**src/rtl/placement_pkg.sv**
```systemverilog
// Shared types and helpers for the placement wirelength cost evaluator.
package placement_pkg;

    typedef enum logic [2:0] {
        IDLE = 3'd0,
        EDGE = 3'd1,
        POSA = 3'd2,
        POSB = 3'd3,
        DIFF = 3'd4,
        ACC  = 3'd5,
        DONE = 3'd6
    } state_t;

    // Coordinate value marking a node that has not been placed (all ones at any width).
    localparam logic [63:0] UNPLACED = 64'hFFFF_FFFF_FFFF_FFFF;

    function automatic int addr_width(input int n);
        return (n > 1) ? $clog2(n) : 1;
    endfunction

    // ceil(d / 2^h): shifted value plus one when any shifted-out bit was set.
    function automatic logic [63:0] hop_ceil(input logic [63:0] d, input int h);
        logic [63:0] rem_mask;
        rem_mask = (64'd1 << h) - 64'd1;
        return (d >> h) + 64'((d & rem_mask) != 64'd0);
    endfunction

endpackage

```
**src/rtl/placement_hop_term.sv**
```systemverilog
// One hop mode: per-edge hop count for distance (|dx|,|dy|) and saturating accumulate.
module placement_hop_term
    import placement_pkg::*;
#(
    parameter int DATA_W    = 32,
    parameter int ACC_W     = 32,
    parameter int HOP_SHIFT = 0
) (
    input  logic              en,
    input  logic [DATA_W:0]   abs_dx,
    input  logic [DATA_W:0]   abs_dy,
    input  logic [ACC_W-1:0]  acc_in,
    output logic [ACC_W-1:0]  acc_out,
    output logic              sat
);

    localparam int TW = DATA_W + 2;
    localparam int SW = ((ACC_W > TW) ? ACC_W : TW) + 1;
    localparam logic [ACC_W-1:0] ACC_MAX = {ACC_W{1'b1}};

    logic [TW-1:0] cx_s;
    logic [TW-1:0] cy_s;
    logic [TW-1:0] pair_s;
    logic [TW-1:0] term_s;
    logic [SW-1:0] sum_s;

    // Term is ceil(dx)+ceil(dy)-1, clamped at zero for coincident endpoints.
    always_comb begin
        cx_s   = TW'(hop_ceil(64'(abs_dx), HOP_SHIFT));
        cy_s   = TW'(hop_ceil(64'(abs_dy), HOP_SHIFT));
        pair_s = cx_s + cy_s;
        term_s = (pair_s == {TW{1'b0}}) ? {TW{1'b0}} : (pair_s - TW'(1));
        sum_s  = SW'(acc_in) + SW'(term_s);
        if (en && (sum_s > SW'(ACC_MAX))) begin
            acc_out = ACC_MAX;
            sat     = 1'b1;
        end else if (en) begin
            acc_out = sum_s[ACC_W-1:0];
            sat     = 1'b0;
        end else begin
            acc_out = acc_in;
            sat     = 1'b0;
        end
    end

endmodule

```
**src/rtl/placement_cost_eval.sv**
```systemverilog
// Walks the edge list, fetches both endpoint positions and accumulates hop-mode
// wirelength costs, tracking the longest Manhattan edge and error conditions.
module placement_cost_eval
    import placement_pkg::*;
#(
    parameter int N_NODES = 64,
    parameter int N_EDGES = 96,
    parameter int DATA_W  = 32,
    parameter int N_HOPS  = 3,
    parameter int ACC_W   = 32,
    localparam int AW     = addr_width(N_EDGES)
) (
    input  logic                      clk,
    input  logic                      reset,
    input  logic                      start,
    output logic                      busy,
    output logic                      done,
    output logic                      edge_re,
    output logic [AW-1:0]             edge_addr,
    input  logic [DATA_W-1:0]         edge_a,
    input  logic [DATA_W-1:0]         edge_b,
    output logic                      pos_re,
    output logic [DATA_W-1:0]         pos_addr,
    input  logic [DATA_W-1:0]         pos_x,
    input  logic [DATA_W-1:0]         pos_y,
    output logic [N_HOPS*ACC_W-1:0]   cost,
    output logic [DATA_W-1:0]         max_len,
    output logic                      err_unplaced,
    output logic                      err_overlap,
    output logic                      cost_sat
);

    localparam logic [DATA_W-1:0] UNPL = UNPLACED[DATA_W-1:0];

    if ((N_NODES < 1) || (N_EDGES < 1) || (DATA_W > 62)) begin : g_bad_cfg
        $error("placement_cost_eval: unsupported parameter set");
    end

    state_t                   state_r;
    logic [AW-1:0]            idx_r;
    logic [DATA_W-1:0]        b_id_r;
    logic [DATA_W-1:0]        xa_r;
    logic [DATA_W-1:0]        ya_r;
    logic signed [DATA_W:0]   dx_r;
    logic signed [DATA_W:0]   dy_r;
    logic                     skip_r;

    logic [DATA_W:0]          abs_dx_s;
    logic [DATA_W:0]          abs_dy_s;
    logic [DATA_W+1:0]        len_s;
    logic [N_HOPS*ACC_W-1:0]  acc_next_s;
    logic [N_HOPS-1:0]        sat_vec_s;
    logic                     b_unplaced_s;

    assign edge_addr = idx_r;

    // Magnitudes and Manhattan length of the current edge; position address mux.
    always_comb begin
        abs_dx_s     = dx_r[DATA_W] ? $unsigned(-dx_r) : $unsigned(dx_r);
        abs_dy_s     = dy_r[DATA_W] ? $unsigned(-dy_r) : $unsigned(dy_r);
        len_s        = {1'b0, abs_dx_s} + {1'b0, abs_dy_s};
        b_unplaced_s = (pos_x == UNPL) || (pos_y == UNPL);
        case (state_r)
            POSA:    pos_addr = edge_a;
            POSB:    pos_addr = b_id_r;
            default: pos_addr = {DATA_W{1'b0}};
        endcase
    end

    for (genvar h = 0; h < N_HOPS; h++) begin : g_hop
        placement_hop_term #(
            .DATA_W    (DATA_W),
            .ACC_W     (ACC_W),
            .HOP_SHIFT (h)
        ) u_term (
            .en      (!skip_r),
            .abs_dx  (abs_dx_s),
            .abs_dy  (abs_dy_s),
            .acc_in  (cost[h*ACC_W +: ACC_W]),
            .acc_out (acc_next_s[h*ACC_W +: ACC_W]),
            .sat     (sat_vec_s[h])
        );
    end

    // Run sequencer: five states per edge, registered strobes and results.
    always_ff @(posedge clk) begin
        if (!reset) begin
            state_r      <= IDLE;
            idx_r        <= {AW{1'b0}};
            b_id_r       <= {DATA_W{1'b0}};
            xa_r         <= {DATA_W{1'b0}};
            ya_r         <= {DATA_W{1'b0}};
            dx_r         <= {(DATA_W+1){1'b0}};
            dy_r         <= {(DATA_W+1){1'b0}};
            skip_r       <= 1'b0;
            busy         <= 1'b0;
            done         <= 1'b0;
            edge_re      <= 1'b0;
            pos_re       <= 1'b0;
            cost         <= {(N_HOPS*ACC_W){1'b0}};
            max_len      <= {DATA_W{1'b0}};
            err_unplaced <= 1'b0;
            err_overlap  <= 1'b0;
            cost_sat     <= 1'b0;
        end else begin
            edge_re <= 1'b0;
            pos_re  <= 1'b0;
            done    <= 1'b0;
            case (state_r)
                IDLE: begin
                    if (start) begin
                        cost         <= {(N_HOPS*ACC_W){1'b0}};
                        max_len      <= {DATA_W{1'b0}};
                        err_unplaced <= 1'b0;
                        err_overlap  <= 1'b0;
                        cost_sat     <= 1'b0;
                        idx_r        <= {AW{1'b0}};
                        busy         <= 1'b1;
                        edge_re      <= 1'b1;
                        state_r      <= EDGE;
                    end
                end
                EDGE: begin
                    pos_re  <= 1'b1;
                    state_r <= POSA;
                end
                POSA: begin
                    b_id_r  <= edge_b;
                    pos_re  <= 1'b1;
                    state_r <= POSB;
                end
                POSB: begin
                    xa_r    <= pos_x;
                    ya_r    <= pos_y;
                    state_r <= DIFF;
                end
                DIFF: begin
                    dx_r    <= $signed({xa_r[DATA_W-1], xa_r}) - $signed({pos_x[DATA_W-1], pos_x});
                    dy_r    <= $signed({ya_r[DATA_W-1], ya_r}) - $signed({pos_y[DATA_W-1], pos_y});
                    skip_r  <= (xa_r == UNPL) || (ya_r == UNPL) || b_unplaced_s;
                    state_r <= ACC;
                end
                ACC: begin
                    if (skip_r) begin
                        err_unplaced <= 1'b1;
                    end else begin
                        cost     <= acc_next_s;
                        cost_sat <= cost_sat | (|sat_vec_s);
                        if (len_s == {(DATA_W+2){1'b0}}) begin
                            err_overlap <= 1'b1;
                        end
                        // Lengths beyond the output width clamp to all ones.
                        if (len_s > {2'b00, max_len}) begin
                            max_len <= (len_s > {2'b00, {DATA_W{1'b1}}}) ?
                                       {DATA_W{1'b1}} : len_s[DATA_W-1:0];
                        end
                    end
                    if (idx_r == AW'(N_EDGES - 1)) begin
                        busy    <= 1'b0;
                        done    <= 1'b1;
                        state_r <= DONE;
                    end else begin
                        idx_r   <= idx_r + AW'(1);
                        edge_re <= 1'b1;
                        state_r <= EDGE;
                    end
                end
                DONE: begin
                    state_r <= IDLE;
                end
                default: begin
                    busy    <= 1'b0;
                    state_r <= IDLE;
                end
            endcase
        end
    end

endmodule

```
**config.mk**
```make
export PLATFORM = sky130hd
export DESIGN_NAME = placement_cost_eval
export DESIGN_NICKNAME = d
export VERILOG_FILES = /design/src/rtl/placement_pkg.sv /design/src/rtl/placement_hop_term.sv /design/src/rtl/placement_cost_eval.sv
export SDC_FILE = /design/constraint.sdc
export NUM_CORES = 1
export LEC_CHECK = 0
export CORE_ASPECT_RATIO = 0.5
export CORE_MARGIN = 4
export CORE_UTILIZATION = 40
export CTS_CLUSTER_SIZE = 12
export DETAILED_ROUTE_END_ITERATION = 10
export GPL_TIMING_DRIVEN = 1
export RECOVER_POWER = 100
export SLEW_MARGIN = 20
export SYNTH_ARGS = -nofsm -noshare
export SYNTH_HDL_FRONTEND = slang
export SYNTH_HIERARCHICAL = 1
export SYNTH_SLANG_ARGS = --single-unit
```
**constraint.sdc**
```tcl
create_clock -name clk -period 11.14 [get_ports clk]
set_clock_uncertainty 0.1 [all_clocks]
set_input_delay 2.228 -clock clk [delete_from_list [all_inputs] [get_ports clk]]
set_output_delay 2.228 -clock clk [all_outputs]
set_load 0.05 [all_outputs]
```
# Word level (Yosys, flattened, before mapping)
# Index checks and enable logic that the tools add are counted.
[op_classes]
add_sub_neg = 18
magnitude_cmp = 5
n_eq_ne = 18
mux = 42
bitwise = 2
reduce_logical = 24
[ops]
columns = ["op", "n"]
rows = [
  ["two-way mux 32 bit", 7],
  ["two-way mux 96 bit", 2],
  ["case mux 96 bit (2 select lines)", 1],
  ["== test 32 bit, second input constant", 4],
  ["case mux 32 bit (2 select lines)", 2],
  ["nonzero test 64 bit", 2],
  ["adder 32 x 34 -> 35 bit", 3],
  ["> comparator 35 x 32 -> 1 bit, second input constant", 3],
  ["logical NOT 34 bit", 3],
  ["two-way mux 34 bit", 3],
  ["subtractor 34 x 1 -> 34 bit, second input constant", 3],
  ["adder 34 bit", 2],
  ["adder 32 x 1 -> 33 bit", 2],
  ["two-way mux 33 bit", 2],
  ["negation 33 bit", 2],
  ["subtractor 32 x 32 -> 33 bit", 2],
  ["adder 31 x 1 -> 32 bit", 2],
  ["adder 33 x 33 -> 34 bit", 1],
  ["> comparator 34 x 32 -> 1 bit", 1],
  ["> comparator 34 x 32 -> 1 bit, second input constant", 1],
  ["case mux 3 bit (6 select lines)", 1],
  ["two-way mux 1 bit", 14],
  ["two-way mux 7 bit", 2],
  ["case mux 7 bit (2 select lines)", 1],
  ["23 further kinds", 43],
]
[word_totals]
register_bits = 308
output_inout_bits = 174
wordCells = 126

# Longest topological paths before layout
# Gate-level depths: netlist of run 1.
[logic_depth]
ltp_word = 15
depth_mapped = 41
mapped_depth_nobuf = 36

# Hierarchy
# Netlist of run 1, hierarchy kept.
[modules_own_cells]
columns = ["module", "instances", "cells_each", "area_each_um2", "seq_area_each_um2"]
rows = [
  ["placement_cost_eval", 1, 2317, 18358.9, 6165.9],
  ["placement_hop_term at g_hop[1].u_term", 1, 810, 5730.5, 0.0],
  ["placement_hop_term at g_hop[2].u_term", 1, 782, 5530.3, 0.0],
  ["placement_hop_term at g_hop[0].u_term", 1, 719, 5042.3, 0.0],
]

# Worst setup path after synthesis of run 1
# Ideal clock, no wire load.
[synth_path]
path_kind = "reg2reg"
from = "register dx_r[0]"
to = "register cost_sat"
arrival_time_ns = 8.805
slack_ns = 2.099
stages_incl_launch_ff = 38
n_path_buf = 3
period_less_slack_ns = 9.041
path_cell_list = "dfxtp_1 -> inv_1 -> ha_1 -> or4b_1 -> or3_1 -> buf_2 -> or4_1 -> or3_1 -> nand2_1 -> xnor2_1 -> ha_1 -> ha_1 -> nand2_1 -> nor2_1 -> a211o_1 -> or3_4 -> a211oi_2 -> or4b_4 -> [... 2 more ...] -> buf_2 -> nor2_1 -> ha_1 -> fa_1 -> a211oi_1 -> nor2_1 -> a21o_1 -> o211a_1 -> a21o_1 -> a211oi_1 -> nand2_1 -> o21ai_0 -> or3_1 -> buf_6 -> nor2_1 -> or3_1 -> a21oi_1 -> nor2_1"
[synth_via]
elab_cells_between_ends = 33
classes_between = "add/sub: 12; order compare: 3; mux: 9; bitwise: 1; reduce/logical: 8"
[synth_lines]
columns = ["item", "line_no", "source"]
rows = [
  ["from (decl)", "placement_cost_eval.sv:44", "logic signed [DATA_W:0] dx_r;"],
  ["from (signal assigned)", "placement_cost_eval.sv:93", "dx_r <= {(DATA_W+1){1'b0}};"],
  ["from (signal assigned)", "placement_cost_eval.sv:138", "dx_r <= $signed({xa_r[DATA_W-1], xa_r}) - $signed({pos_x[DATA_W-1], pos_x});"],
  ["negation 33 bit *", "placement_cost_eval.sv:59", "abs_dx_s = dx_r[DATA_W] ? $unsigned(-dx_r) : $unsigned(dx_r);"],
  ["two-way mux 33 bit *", "placement_cost_eval.sv:59", ""],
  ["named net abs_dx_s[26]", "placement_cost_eval.sv:48", "logic [DATA_W:0] abs_dx_s;"],
  ["adder 31 x 1 -> 32 bit *", "placement_pkg.sv:25", "return (d >> h) + 64'((d & rem_mask) != 64'd0);"],
  ["adder 34 bit *", "placement_hop_term.sv:31", "pair_s = cx_s + cy_s;"],
  ["subtractor 34 x 1 -> 34 bit / logical NOT 34 bit (equally long branches)", "placement_hop_term.sv:32", "term_s = (pair_s == {TW{1'b0}}) ? {TW{1'b0}} : (pair_s - TW'(1));"],
  ["two-way mux 34 bit *", "placement_hop_term.sv:32", ""],
  ["adder 32 x 34 -> 35 bit *", "placement_hop_term.sv:33", "sum_s = SW'(acc_in) + SW'(term_s);"],
  ["> comparator 35 x 32 -> 1 bit *", "placement_hop_term.sv:34", "if (en && (sum_s > SW'(ACC_MAX))) begin"],
  ["logical AND 1 bit *", "placement_hop_term.sv:34", ""],
  ["two-way mux 1 bit *", "placement_hop_term.sv:34", ""],
  ["named net sat_vec_s[2]", "placement_cost_eval.sv:52", "logic [N_HOPS-1:0] sat_vec_s;"],
  ["OR reduction 3 bit *", "placement_cost_eval.sv:148", "cost_sat <= cost_sat | (|sat_vec_s);"],
  ["bitwise OR 1 bit *", "placement_cost_eval.sv:148", ""],
  ["two-way mux 1 bit *", "placement_cost_eval.sv:144", "if (skip_r) begin"],
  ["case mux 1 bit (2 select lines) *", "placement_cost_eval.sv:109", "case (state_r)"],
  ["to (signal assigned)", "placement_cost_eval.sv:148", ""],
  ["to (decl)", "placement_cost_eval.sv:30", "output logic cost_sat"],
]
# The timed path passes the listed nets; every way through them passes the cells marked *. The select of a mux whose other input is x is not followed.
# A chain may end at the register's enable or synchronous reset.

# Final worst setup path of run 1
[layout_path]
from = "register dy_r[0]"
to = "register max_len[10]"
[layout_via]
elab_chain_len = 8
elab_cells_between_ends = 11
classes_between = "add/sub: 2; order compare: 2; eq/ne: 1; mux: 5; reduce/logical: 1"
[layout_lines]
columns = ["item", "line_no", "source"]
rows = [
  ["from (decl)", "placement_cost_eval.sv:45", "logic signed [DATA_W:0] dy_r;"],
  ["from (signal assigned)", "placement_cost_eval.sv:94", "dy_r <= {(DATA_W+1){1'b0}};"],
  ["from (signal assigned)", "placement_cost_eval.sv:139", "dy_r <= $signed({ya_r[DATA_W-1], ya_r}) - $signed({pos_y[DATA_W-1], pos_y});"],
  ["negation 33 bit *", "placement_cost_eval.sv:60", "abs_dy_s = dy_r[DATA_W] ? $unsigned(-dy_r) : $unsigned(dy_r);"],
  ["two-way mux 33 bit *", "placement_cost_eval.sv:60", ""],
  ["named net abs_dy_s[6]", "placement_cost_eval.sv:49", "logic [DATA_W:0] abs_dy_s;"],
  ["adder 33 x 33 -> 34 bit *", "placement_cost_eval.sv:61", "len_s = {1'b0, abs_dx_s} + {1'b0, abs_dy_s};"],
  ["> comparator 34 x 32 -> 1 bit", "placement_cost_eval.sv:154", "max_len <= (len_s > {2'b00, {DATA_W{1'b1}}}) ?"],
  ["two-way mux 32 bit", "placement_cost_eval.sv:154", ""],
  ["two-way mux 32 bit", "placement_cost_eval.sv:153", "if (len_s > {2'b00, max_len}) begin"],
  ["two-way mux 32 bit", "placement_cost_eval.sv:144", ""],
  ["case mux 32 bit (2 select lines)", "placement_cost_eval.sv:109", ""],
  ["to (signal assigned)", "placement_cost_eval.sv:101", "max_len <= {DATA_W{1'b0}};"],
  ["to (signal assigned)", "placement_cost_eval.sv:113", "max_len <= {DATA_W{1'b0}};"],
  ["to (signal assigned)", "placement_cost_eval.sv:154", ""],
  ["to (decl)", "placement_cost_eval.sv:27", "output logic [DATA_W-1:0] max_len,"],
]
# Marks and branches as above.

==> results of run 1 <==
==> final cells by class <==
cell class                      count  area (µm²)
Multi-Input combinational cell   3890       26560
Sequential cell                   308        6166
Inverter                          205       779.5
Clock buffer                       48        1017
Tap cell                         1155        1445
Fill cell                        8672       45280
Timing Repair Buffer              359        3452
Clock inverter                     12       126.4
==> power breakdown <==
group	leakage (nW)	internal (W)	switching, W
sequential	2.49	0.00112	0.0000266
combinational	14.7	0.00104	0.00149
clock	0.557	0.000671	0.000543
==> worst reg2reg max path, stage by stage (launching register included) <==
cell,delay (ns)
dfxtp_1,0.40
inv_1,0.10
ha_1,0.17
or4b_2,0.68
o21ai_0,0.23
xnor2_1,0.08
buf_4,0.21
ha_1,0.24
or3_1,0.36
o22ai_1,0.16
a21oi_1,0.11
a221oi_1,0.53
o31a_1,0.33
o31ai_2,0.15
a31oi_1,0.26
mux2_1,0.38
a211o_1,0.31
ha_1,0.31
a21o_1,0.17
a21o_1,0.17
a21oi_1,0.12
o21ai_0,0.10
a221oi_1,0.48
a21boi_0,0.18
o41ai_1,0.74
o21ai_0,0.58
a21oi_1,2.50
o2bb2ai_1,0.25
==> sequential cells by signal (all words and copies together), names as in the netlist, 3 cells and up <==
signal and cells:
cost 96, dx_r 33, dy_r 33, b_id_r 32
max_len 32, xa_r 32, ya_r 32, edge_addr 7
state_r 3
==> path summary, 6_finish.rpt <==
| kind | start | endpoint | slack [ns] | depth (start not counted) |
|---|---|---|---|---|
| worst max-delay path | dy_r[0] | max_len[10] | 0.64 | 27 |
| worst min-delay path | b_id_r[18] | b_id_r[18] | 0.35 | 2 |
| worst max register to register | dy_r[0] | max_len[10] | 0.64 | 27 |
| worst min register to register | b_id_r[18] | b_id_r[18] | 0.35 | 2 |
==> kinds of logic after synthesis <==
kind of cell | after synthesis | share of synthesized area [%]
AOI/OAI and AO/OA | 1494 | 30.45
adders and majority gates | 401 | 14.71
xor gates and xnor gates | 357 | 9.021
muxes | 16 | 0.4765
buffers and inverters | 430 | 5.082
DFF | 308 | 17.79
and+or+nand+nor | 1622 | 22.47
==> metrics by stage <==
| stage | instance area, µm² | util (%) | hold slack (ns) |
|---|---|---|---|
| after floorplan | 34660 | - | 0.3360 |
| after global routing | 39550 | 46.62 | 0.3760 |
| after detailed placement | 38670 | 45.58 | 0.3465 |
| final | 39550 | 46.62 | 0.3531 |
| after global placement | 38660 | 45.58 | 0.3439 |
| after CTS | 39810 | 46.93 | 0.3538 |
==> placed cells by master, fill, tap and decap left out, drive strengths merged, types with 28 or more instances in the layout <==
| master | n |
|---|---|
| nand3 | 86 |
| a211oi | 61 |
| and3 | 39 |
| clkdlybuf4s50 | 129 |
| o21a | 49 |
| nor2b | 30 |
| a22o | 35 |
| o2bb2ai | 34 |
| nor2 | 466 |
| nand4 | 98 |
| a22oi | 99 |
| nand2b | 48 |
| buf | 52 |
| or3 | 44 |
| xnor2 | 254 |
| inv | 208 |
| a31oi | 43 |
| a21o | 149 |
| o31ai | 36 |
| dlygate4sd3 | 175 |
| o21ai | 194 |
| and2 | 31 |
| o21bai | 42 |
| dfxtp | 308 |
| nor3 | 89 |
| o211ai | 28 |
| nor4 | 36 |
| a41oi | 36 |
| o22a | 57 |
| ha | 390 |
| clkbuf | 50 |
| nand2 | 521 |
| a21oi | 453 |
| xor2 | 103 |
==> repair_timing <==
action                     4_1_cts  5_1_grt
setup endpoints to repair        0        3
hold buffers                     0        0
resized for setup                0        1
==> routing by layer <==
layer	track usage (%)	vias to the layer above	routed length [µm]
met5	1.250	-	161
met4	5.164	2	2550
met3	4.167	128	7823
met2	39.63	982	52110
met1	36.23	16825	58960
li1	-	17403	-
==> synth_stat cells, types with 99 or more instances <==
| cell type | instances | share of area (%) |
|---|---|---|
| nand2_1 | 521 | 5.6 |
| nor2_1 | 466 | 5.0 |
| a21oi_1 | 447 | 6.5 |
| ha_1 | 390 | 14 |
| dfxtp_1 | 308 | 18 |
| xnor2_1 | 254 | 6.4 |
| inv_1 | 204 | 2.2 |
| clkbuf_1 | 172 | 1.9 |
| o21ai_0 | 170 | 2.5 |
| a21o_1 | 149 | 3.2 |
| xor2_1 | 103 | 2.6 |
| a22oi_1 | 99 | 2.1 |
==> run metrics, run 1 <==
status finished, violations left; failing checks max-capacitance violations, max-slew violations; register area share after synthesis 17.79%; Die Width 424.3 µm; pre-CTS setup slack 0.8373 ns; IO Pins 305; wire length per cell 20.35 µm; Rel. slew slack -323.5%; fin crit period 10.50 ns; Max Fclk 95.26 MHz; CTS sink cnt 308; required time of the critical path 11.53 ns; hold crit path type flip-flop to flip-flop; final number of setup-violating endpoints 0; PnR Total Power 0.004888 W; Ys Warns 6; Top delay family on crit path compound AO/OA/AOI/OAI gates; # rows 75; Pleak 17.72 nW; flops & latches, synth 308; vias per inst 5.913; Worst setup SP type flip-flop; initial antenna violation count 1; gr ovfl total 0; Final nets 5,332; Final Hold Fails 0; gr usage total 25.25%; Final TNS setup 0 ns; Final Cycle Share 94.23%; core footprint 84,830 µm²; TritonCTS clock tree done; Cell variety after synth 119; CP Max Fanout 31; ys flop type dfxtp_1; WP buf/inv 2; element type at the critical path end flip-flop; Post-Syn Instances 4,628; Area growth syn-to-layout 14.09%; Antenna diodes 0; share of flip-flops with an asynchronous set or reset 0%; Initial Utilization 40.86%; syn_area_per_cell 7.490 µm²; Critical-path top delay cell a21oi_1; routed via count 35.34k; critical path class flip-flop to flip-flop; mapped cell area 34,660 µm²; Max Slew Vio Count 274; DRC viols 0; # Post-CTS Setup Buffers 0; Num CTS Buffers 36; Die Y 216.2 µm; pwr dens 123.6 nW/µm²; number of global-route vias before repair 32.98k; maximum clock insertion buffer count 3; Worst-Skew Late Latency 0.61 ns; fin cells 5,977; clk slew on worst S/H paths 0.06 ns; Mapped Nets 5,160; cell chosen for the clock root clkbuf_16; # port buffers 304; H-tree level count 2; DR pass1 iterations 5; Worst VDD drop 85.09 µV; # placed instances 5,917; crit-path max cell delay 2.50 ns; layout cells sized above 1 4.728%; max cap viols 4; final WL 121,600 µm; die area 91,720 µm²; global-route wire length before repair 188,600 µm; largest net degree at the start of global routing 160; RSZ-0062 raised after global routing false; final antenna-violating net count 0; GP Congestion 0.9761; Worst EP arrival 10.88 ns; Worst-Margin Slew 6.353 ns; DPL Wire Length 96,740 µm; Post-synth EDFFs 0; setup ws final 0.6427 ns; DRT iter0 DRCs 2,459
Note: power is estimated with default switching activity, not from simulation.
==> run 2, diff against run 1 <==
GPL_ROUTABILITY_DRIVEN = 0   (was default)
clock period = 12.9 ns   (was 11.14 ns; I/O delays follow)
==> run metrics, run 2 (synthesis results as in run 1) <==
Hold Startpoint b_id_r[3]; DPL Wire Length 93,420 µm; CTS sink cnt 308; Final Hold Fails 0; CP Max Fanout 123; Worst EP arrival 11.52 ns; clk slew on worst S/H paths 0.06 ns; status finished, violations left; cell chosen for the clock root clkbuf_16; CTS-repair resized insts 0; routed via count 35.44k; Placed Area 38,540 µm²; Cells on Worst Hold Path 2; IO Pins 305; biggest regs cost x96, dx_r x33, dy_r x33; Area growth syn-to-layout 14.01%; Top reg by flops cost; Num CTS Buffers 37; # Post-CTS Setup Buffers 0; Die Y 216.2 µm; global-route wire length before repair 185,100 µm; element type at the critical path end flip-flop; DRT iter0 DRCs 3,026; most frequent cells in the layout nand2_1 (521), nor2_1 (463), a21oi_1 (449), ha_1 (390), dfxtp_1 (308); pwr dens 107.3 nW/µm²; DRC viols 0; Worst-Margin Slew 4.379 ns; final WL 118,600 µm; fin area 39,520 µm²; required time of the critical path 13.29 ns; Worst-Skew Late Latency 0.60 ns; most common cell after layout, fill and taps aside nand2_1; TritonCTS clock tree done; Final nets 5,318; Worst setup SP type input pin; H-tree level count 2; CTS Hold Buffers Added 0; fin cells 5,964; Worst VDD drop 72.02 µV; maximum clock insertion buffer count 3; initial antenna violation count 3; wire length per cell 19.89 µm; final number of setup-violating endpoints 0; failing checks max-capacitance violations, max-slew violations; Pleak 17.67 nW; Final TNS setup 0 ns; Rel. slew slack -193.5%; layout cells sized above 1 4.430%; critical path class input pin to flip-flop; # rows 75; FF-to-FF Start dx_r[0]; PnR Total Power 0.004241 W; r2r worst-path depth 31; fin crit period 11.14 ns; gr ovfl total 0; worst path cell trace dlygate4sd3_1 -> clkbuf_1 -> clkinvlp_2 -> a21oi_1 -> o2bb2ai_1; gr usage total 24.62%; core footprint 84,830 µm²; Die Width 424.3 µm; Max Slew Vio Count 231; max cap viols 4; RSZ-0062 raised after global routing false; Final Cycle Share 86.33%; # placed instances 5,901; # port buffers 304; worst reg2reg path endpoint cost_sat; largest net degree at the start of global routing 124; Max Fclk 89.80 MHz; R2R setup slack 1.85 ns; vias per inst 5.942; hold crit path type flip-flop to flip-flop; worst min-delay path endpoint b_id_r[3]; Initial Utilization 40.86%; Critical-path top delay cell a21oi_1; die area 91,720 µm²; crit-path max cell delay 4.15 ns; final antenna-violating net count 0; number of global-route vias before repair 33.07k; max reg flops 96; DR pass1 iterations 5
[run 2: worst max-delay path by stage]
stage | depth (start not counted) | to | start | slack, ns
floorplan | 37 | cost_sat | dx_r[0] | 3.86
global placement | 35 | cost[33] | dx_r[0] | 2.65
detailed placement | 35 | cost[47] | dx_r[0] | 2.32
CTS | 35 | cost[47] | dx_r[0] | 2.26
global route | 32 | cost_sat | dy_r[0] | 1.07
finish | 5 | max_len[11] | reset | 1.76
[run 2: power by group]
part / switching [W] / total, W / internal [W]
Clock: 0.000456 / 0.00109 / 0.000634
Sequential: 0.0000233 / 0.000993 / 0.000970
Combinational: 0.00127 / 0.00216 / 0.000885
Total: 0.00175 / 0.00424 / 0.00249
[run 2: metrics by stage]
stage / hold WS (ns) / setup WS [ns] / util, %
after global placement: 0.3413 / 2.653 / 45.40
final: 0.3565 / 1.764 / 46.59
after detailed placement: 0.3456 / 2.318 / 45.44
after global routing: 0.3685 / 1.073 / 46.58
after CTS: 0.3551 / 2.264 / 46.88
after floorplan: 0.3360 / 3.859 / -
[run 2: layout make-up]
cell class | instances | area, µm²
diodes | 1 | 2.502
fillers | 8595 | 45310
clock buffers | 47 | 1045
clock inverters | 14 | 181.4
well taps | 1155 | 1445
flip-flops and latches | 308 | 6166
multi-input cells | 3890 | 26550
repair buffers | 344 | 3352
inverters | 205 | 773.2
[run 2: layer usage]
metal  routed length [µm]  up-vias  track usage, %
li1                     -    17373               -
met1                54700    16812           33.96
met2                51810     1056           39.01
met3                 8602      193           4.594
met4                 3477        2           7.304
met5                   13        -               0
[run 2: worst max-delay path, delay by kind of cell]
| kind | cells | cell delay, ns |
|---|---|---|
| buffers and inverters | 3 | 4.51 |
| AO/OA/AOI/OAI | 2 | 4.37 |
